$ cat src/rtl/mips_dmem_bridge.sv
// Bridges the MIPS single-cycle data port onto a valid/ready memory bus,
// freezing the pipeline through cpu_en until each access completes.
module mips_dmem_bridge (
  input  logic        clk,
  input  logic        rst,
  input  logic        en,
  output logic        cpu_en,
  input  logic        cpu_mem_read_en,
  input  logic [3:0]  cpu_mem_write_en,
  input  logic [31:0] cpu_mem_addr,
  input  logic [31:0] cpu_mem_write_data,
  output logic [31:0] cpu_mem_read_data,
  output logic        bus_req_valid,
  input  logic        bus_req_ready,
  output logic [3:0]  bus_req_we,
  output logic [31:0] bus_req_addr,
  output logic [31:0] bus_req_wdata,
  input  logic        bus_resp_valid,
  input  logic [31:0] bus_resp_rdata,
  output logic [31:0] stall_count
);

  localparam logic [1:0] IDLE = 2'd0;
  localparam logic [1:0] REQ  = 2'd1;
  localparam logic [1:0] WAIT = 2'd2;
  localparam logic [1:0] DONE = 2'd3;

  logic [1:0]  state;
  logic [31:0] resp_buf;
  logic        req;
  logic        req_is_read;

  assign req           = cpu_mem_read_en | (|cpu_mem_write_en);
  assign bus_req_valid = (state == REQ);
  // Any nonzero lane enable makes the access a write, so a zero mask marks a read.
  assign req_is_read   = (bus_req_we == 4'b0000);

  // The IDLE term is combinational from the CPU port; the CPU only uses en on
  // flops, so there is no loop through it.
  always_comb begin
    // NOTE: default first so every path assigns cpu_en and no latch is inferred.
    cpu_en = 1'b0;
    case (state)
      IDLE:    cpu_en = en & ~req;
      DONE:    cpu_en = en;
      default: cpu_en = 1'b0;
    endcase
  end

  // NOTE: non-blocking assignments so every register samples pre-edge values.
  always_ff @(posedge clk or posedge rst) begin
    if (rst) begin
      state             <= IDLE;
      bus_req_we        <= 4'b0000;
      bus_req_addr      <= 32'h0;
      bus_req_wdata     <= 32'h0;
      resp_buf          <= 32'h0;
      cpu_mem_read_data <= 32'h0;
    end else begin
      case (state)
        IDLE: begin
          if (en && req) begin
            bus_req_addr  <= {cpu_mem_addr[31:2], 2'b00};
            bus_req_we    <= cpu_mem_write_en;
            bus_req_wdata <= cpu_mem_write_data;
            state         <= REQ;
          end
        end
        REQ: begin
          if (bus_req_ready) state <= req_is_read ? WAIT : DONE;
        end
        WAIT: begin
          if (bus_resp_valid) begin
            resp_buf <= bus_resp_rdata;
            state    <= DONE;
          end
        end
        DONE: begin
          // Load data only moves when the read retires, so it stays valid for
          // the whole M-stage residency even across the next access's stall.
          if (en) begin
            state <= IDLE;
            if (req_is_read) cpu_mem_read_data <= resp_buf;
          end
        end
        default: state <= IDLE;
      endcase
    end
  end

  always_ff @(posedge clk or posedge rst) begin
    if (rst) begin
      stall_count <= 32'h0;
    end else if (en && !cpu_en && (stall_count != 32'hFFFF_FFFF)) begin
      stall_count <= stall_count + 32'd1;
    end
  end

endmodule

$ cat config.mk
export PLATFORM = sky130hd
export DESIGN_NAME = mips_dmem_bridge
export DESIGN_NICKNAME = d
export VERILOG_FILES = /design/src/rtl/mips_dmem_bridge.sv
export SDC_FILE = /design/constraint.sdc
export NUM_CORES = 1
export LEC_CHECK = 0
export BUFFER_PORTS_ARGS = -buffer_cell sky130_fd_sc_hd__buf_2
export CORE_MARGIN = 10
export CORE_UTILIZATION = 49
export CTS_CLUSTER_SIZE = 12
export DETAILED_ROUTE_END_ITERATION = 10
export PLACE_DENSITY = 0.87
export SYNTH_ARGS = -nofsm -noshare
export SYNTH_HDL_FRONTEND = slang
export SYNTH_SLANG_ARGS = --single-unit
export TNS_END_PERCENT = 1
$ cat constraint.sdc
create_clock -name clk -period 8 [get_ports clk]
set_input_delay 2 -clock clk [delete_from_list [all_inputs] [get_ports clk]]
set_output_delay 2 -clock clk [all_outputs]
set_load 0.01 [all_outputs]
==> results.json, run 1 <==
{
  "critical_path_class": "in -> out",
  "p_leak_uw": 0.004318,
  "die_area_um2": 18550,
  "final_area_um2": 8620,
  "wirelength_met1_um": 6194,
  "fin_crit_ns": 5.300,
  "place.gp.congestion": 0.8680,
  "drv_slew": 0,
  "grt_max_degree": 107,
  "h-tree-depth": 4,
  "finClkSkew_ns": 0.006202,
  "synth-seq-area-share_pct": 62.05,
  "fin_tns_setup_ns": 0,
  "grt_pass1_vias": 4999,
  "end_kind": "output pin",
  "drv_cap": 0,
  "dr_wl_met3_um": 1304,
  "grt_overflow_total": 0,
  "clockBufferDepth": 2,
  "vias": 4557,
  "cts-buffers-inserted": 17,
  "drt_wl_total_um": 16430,
  "critPathMaxFanout": 3,
  "clock-sinks": 164,
  "rsz0062_at_grt": "false",
  "ant_nets": 0,
  "die_h_um": 136.2,
  "port_buffers": 235,
  "final_nets": 810,
  "cts-resized-gates": 0,
  "clk_pin_slew_worst_paths_ns": 0.06,
  "crit_buf_inv": 2,
  "critical_path_required_ns": 6.00,
  "worstPathArrival_ns": 3.30,
  "rows": 42,
  "relSlewSlack_pct": 37.95,
  "die_w_um": 136.2,
  "clk_latency_ns": 0.41,
  "netlist_area_um2": 6614,
  "drt_iter0_markers": 201,
  "start_util_pct": 49.94,
  "hold_buffers": 0,
  "root_buffer": "clkbuf_16",
  "crit_path_top_delay_cell": "or3_1",
  "synthTopCellsByArea": "dfrtp_1 62%, mux2_2 22%, xnor2_1 2.1%",
  "grtUsageTotal_pct": 17.54,
  "critPathTopFamily": "simple AND/OR/NAND/NOR gates",
  "crit_chain": "buf_2 > or3_1 > nor3_1 > a21oi_1 > nor3_1 > buf_2",
  "status": "completed",
  "dpl_cell_area_um2": 7965,
  "place.detailed.hpwl_um": 12550,
  "drive_gt1_share_pct": 57.61,
  "fillers": 975,
  "tightest_slew_ns": 0.9307,
  "synth.most_common_cell": "dfrtp_1",
  "p_per_area_nw_per_um2": 372.3,
  "tritoncts": "built",
  "final_hold_viol_count": 0,
  "routedWlPerCell_um": 18.51,
  "ys_ff_latch": 164,
  "vias_per_cell": 5.132,
  "synth_edf_count": 0,
  "netlist_top_cells_count": "164 x dfrtp_1, 131 x mux2_2, 17 x nand2_1, 16 x xnor2_1, 13 x xor2_1",
  "ir_worst_vdd_v": 0.0001862,
  "first_pass_iters": 4,
  "core_area_um2": 13240,
  "synth.distinct_cells": 40,
  "area_growth_pct": 30.33,
  "max_stage_delay_ns": 0.46,
  "grt_pass1_wl_um": 25590,
  "cp-start-kind": "input pin",
  "post_cts_buffers": 0,
  "synth_area_per_cell_um2": 14.50,
  "netlist.area_leader.share_pct": 62.05,
  "syn_inst": 456,
  "dr_wl_met2_um": 8538,
  "drc_errors": 0,
  "yosysTopAreaCell": "dfrtp_1",
  "yosysWarnings": 0,
  "antenna_found_initial": 2,
  "synthFlopType": "dfrtp_1",
  "fmax_mhz": 188.7,
  "worstHoldPathType": "reg -> reg",
  "dr.max_layer_used": "met4",
  "io_pins": 240,
  "fin_crit_sh_pct": 66.25,
  "async_reset_ff_share_pct": 100.0,
  "setup_violations": 0
}
routing by layer:
metal | vias to the layer above | global-route usage, %
li1 | 2101 | -
met1 | 2240 | 19.70
met2 | 182 | 29.67
met3 | 34 | 6.052
met4 | 0 | 7.633
met5 | - | 0
through the flow:
step | hold WS [ns] | utilization [%] | worst slack (ns) | total power, uW | instances
2_1_floorplan | 0.4736 | - | 1.567 | 1920 | 457
3_3_place_gp | 0.4790 | 60.15 | 2.732 | 2276 | 855
3_5_place_dp | 0.4866 | 60.15 | 2.702 | 2358 | 855
4_1_cts | 0.5003 | 65.05 | 2.706 | 3254 | 886
5_1_grt | 0.5084 | 65.07 | 2.579 | 3389 | 887
6_report | 0.5003 | 65.09 | 2.700 | 3209 | 888
cell usage in the layout, fill, tap and decap left out, types with 3 or more instances in the layout:
cell	count
nand2_1	17
mux2_2	131
nand4_1	12
or3_1	3
ha_1	6
xnor2_1	16
nor4_1	6
nor2_1	8
clkbuf_8	3
buf_4	4
bufinv_16	5
nor3_1	12
dfrtp_1	164
nand3_1	12
clkbuf_16	17
inv_1	10
xor2_1	13
buf_2	235
kinds of logic after synthesis:
family | Yosys count | share of synthesized area [%]
buffers and inverters | 28 | 1.892
XOR/XNOR | 29 | 3.840
AND/OR/NAND/NOR | 85 | 7.265
other | 1 | 0.05670
AO/OA/AOI/OAI | 12 | 1.457
multiplexers | 131 | 22.30
adder cells (fa/ha/maj) | 6 | 1.135
flip-flops | 164 | 62.05
flip-flops by register name, indices dropped and copies added, names as in the netlist:
signal and count:
bus_req_wdata 32, cpu_mem_read_data 32, resp_buf 32, stall_count 32, bus_req_addr 30, bus_req_we 4
state 2
path summary, 6_finish.rpt:
check / slack, ns / endpoint / cells past startpoint / start
setup / recovery: 2.70 / cpu_en / 6 / cpu_mem_write_en[1]
hold / removal: 0.50 / bus_req_wdata[6] / 1 / bus_req_wdata[6]
setup reg to reg: 5.36 / stall_count[27] / 7 / state[0]
hold reg to reg: 0.50 / bus_req_wdata[6] / 1 / bus_req_wdata[6]
max in group asynchronous: 4.90 / cpu_mem_read_data[28] / 3 / rst
min in group asynchronous: 1.78 / resp_buf[26] / 2 / rst
layout make-up:
type | instances | area, um^2 | share of cell area (%)
inverter | 11 | 46.29 | 0.5371
timing repair buffer | 239 | 1206 | 13.99
multi-input combinational | 265 | 2389 | 27.71
antenna | 2 | 5.005 | 0.05806
tap | 176 | 220.2 | 2.555
clock inverter | 9 | 175.2 | 2.032
sequential | 164 | 4104 | 47.61
clock buffer | 22 | 474.2 | 5.502
power breakdown:
part / leakage [uW] / internal, uW / switching (uW)
logic: 0.00198 / 509 / 473
clock network: 0.000312 / 576 / 307
registers: 0.00202 / 1160 / 187
(Power assumes the default switching activity.)
==> run 2: changes to the inputs <==
- ABC_AREA: not set -> 1
- CORE_UTILIZATION: 49 -> 51
- PLACE_DENSITY: 0.87 -> 0.88
- clock period: 8 -> 5.47 ns (I/O delays scaled with it)
==> results.json, run 2 <==
{
  "status": "completed",
  "finalNonFillerCells": 1085,
  "synth.most_common_cell": "nand2_1",
  "yosysWarnings": 0,
  "final_nets": 1003,
  "dpl.cell_count": 1052,
  "fin_crit_sh_pct": 64.87,
  "multiInputGateArea_um2": 2947,
  "finClkSkew_ns": 0.008149,
  "holdWs_ns": 0.4877,
  "drv_slew": 0,
  "worstPathArrival_ns": 2.18,
  "drt_wl_total_um": 19110,
  "worstHoldPathType": "reg -> reg",
  "die_h_um": 139.6,
  "setup_ws_ns": 1.921,
  "synthTopCellsByArea": "dfrtp_1 56%, mux2_2 20%, nand2_1 11%",
  "drc_errors": 0,
  "netlist_area_um2": 7294,
  "hold_buffers": 0,
  "grt_overflow_total": 0,
  "synth.distinct_cells": 29,
  "io_pins": 240,
  "tritoncts": "built",
  "core_area_um2": 13930,
  "ff2ff_setup_slack_ns": 3.04,
  "clk_latency_ns": 0.42,
  "final_hold_viol_count": 0,
  "vias": 5448,
  "fin_crit_ns": 3.549,
  "rows": 43,
  "place_ws_ns": 1.926,
  "fin_util_pct": 65.80,
  "clockBufferDepth": 2,
  "grt_max_degree": 84,
  "tightest_slew_ns": 0.7479,
  "grtUsageTotal_pct": 19.43,
  "synth_area_per_cell_um2": 11.19,
  "drive_gt1_share_pct": 46.02,
  "drt_iter0_markers": 323,
  "cp-start-kind": "input pin",
  "syn_inst": 652,
  "relSlewSlack_pct": 50.08,
  "ir_worst_vdd_v": 0.0003746,
  "place.gp.congestion": 0.8945,
  "synth_edf_count": 0,
  "vias_per_cell": 5.021,
  "final_common_cell": "buf_2",
  "crit_path_top_delay_cell": "nor2_1",
  "fmax_mhz": 281.8,
  "fin_tns_setup_ns": 0,
  "synthFlopType": "dfrtp_1",
  "place.detailed.hpwl_um": 14320,
  "yosysTopAreaCell": "dfrtp_1",
  "synth-seq-area-share_pct": 56.26,
  "setup_violations": 0,
  "port_buffers": 235,
  "root_buffer": "clkbuf_16",
  "p_leak_uw": 0.004696,
  "first_pass_iters": 4,
  "ys_ff_latch": 164,
  "ff_latch_area_um2": 4104,
  "start_util_pct": 52.35,
  "critPathMaxFanout": 3,
  "p_per_area_nw_per_um2": 509.9,
  "rsz0062_at_grt": "false",
  "antenna_found_initial": 1,
  "area_growth_pct": 25.69,
  "clock-sinks": 164,
  "netlist.area_leader.share_pct": 56.26,
  "netlist_top_cells_count": "206 x nand2_1, 164 x dfrtp_1, 128 x mux2_2, 55 x nor2_1, 16 x inv_1",
  "cts-resized-gates": 0,
  "critical_path_required_ns": 4.10,
  "clk_pin_slew_worst_paths_ns": 0.06,
  "die_area_um2": 19490,
  "final_cell_mix": "235 x buf_2, 206 x nand2_1, 164 x dfrtp_1",
  "routedWlPerCell_um": 17.61,
  "grt_pass1_wl_um": 30910,
  "h-tree-depth": 4,
  "end_kind": "output pin",
  "async_reset_ff_share_pct": 100.0,
  "crit_buf_inv": 3,
  "crit_chain": "buf_2 > nor2_1 > nand4_1 > nand2_1 > nand2_1 > inv_1 > buf_2",
  "grt_pass1_vias": 5921,
  "critical_path_class": "in -> out",
  "cts-buffers-inserted": 17,
  "max_stage_delay_ns": 0.17,
  "post_cts_buffers": 0,
  "die_w_um": 139.6,
  "critPathTopFamily": "simple AND/OR/NAND/NOR gates",
  "ant_nets": 0,
  "fillers": 1072,
  "drv_cap": 0
}
## run 2: cell count changes in the layout (fill, tap and decap cells not counted), sizes merged, moves of 11 or more
cell and change:
inv +13, nand2 +192, nand3b +14, nand4 -12, nor2 +52, nor3 -12
xnor2 -11
## run 2: area by class of cell
type	instances	area share [%]
inverters	18	0.7778
diodes	1	0.02729
multi-input cells	450	32.14
repair buffers	240	13.37
clock buffers	17	4.640
clock inverters	15	1.829
well taps	180	2.456
flip-flops and latches	164	44.76
## run 2: per-layer routing
metal  routed length (um)  track usage, %
met2                10060           34.29
met5                    0               0
met3                 1725           8.608
met1                 7072           20.38
met4                  247           5.815
## run 2: metrics by stage
step	instance area [um^2]	power (uW)
global placement	8573	3426
CTS	9166	4739
floorplan	7302	2894
finish	9169	4675
detailed placement	8573	3525
global route	9169	4952
## run 2: cell families after synthesis
kind of cell             count (synthesis)  share of synthesized area (%)
AO/OA/AOI/OAI                            5                         0.3601
flip-flops                             164                          56.26
buffers and inverters                   39                          3.465
other                                    1                        0.05141
XOR/XNOR                                15                          1.801
multiplexers                           130                          20.07
adder cells (fa/ha/maj)                  6                          1.029
AND/OR/NAND/NOR                        292                          16.96
## run 2: final timing paths
check                                              to  cells after the start             startpoint
worst max-delay path                           cpu_en                      7    cpu_mem_write_en[1]
worst min-delay path            cpu_mem_read_data[13]                      1  cpu_mem_read_data[13]
worst max register to register       bus_req_wdata[5]                      5               state[0]
worst min register to register  cpu_mem_read_data[13]                      1  cpu_mem_read_data[13]
max in group asynchronous             stall_count[26]                      3                    rst
min in group asynchronous            bus_req_addr[18]                      2                    rst
## run 2: where the power goes
part | switching [uW] | leakage (uW) | total [uW] | internal, uW
clock | 509 | 0.000290 | 1190 | 686
sequential | 273 | 0.00203 | 1980 | 1710
combinational | 735 | 0.00237 | 1500 | 766
total | 1520 | 0.00470 | 4680 | 3160
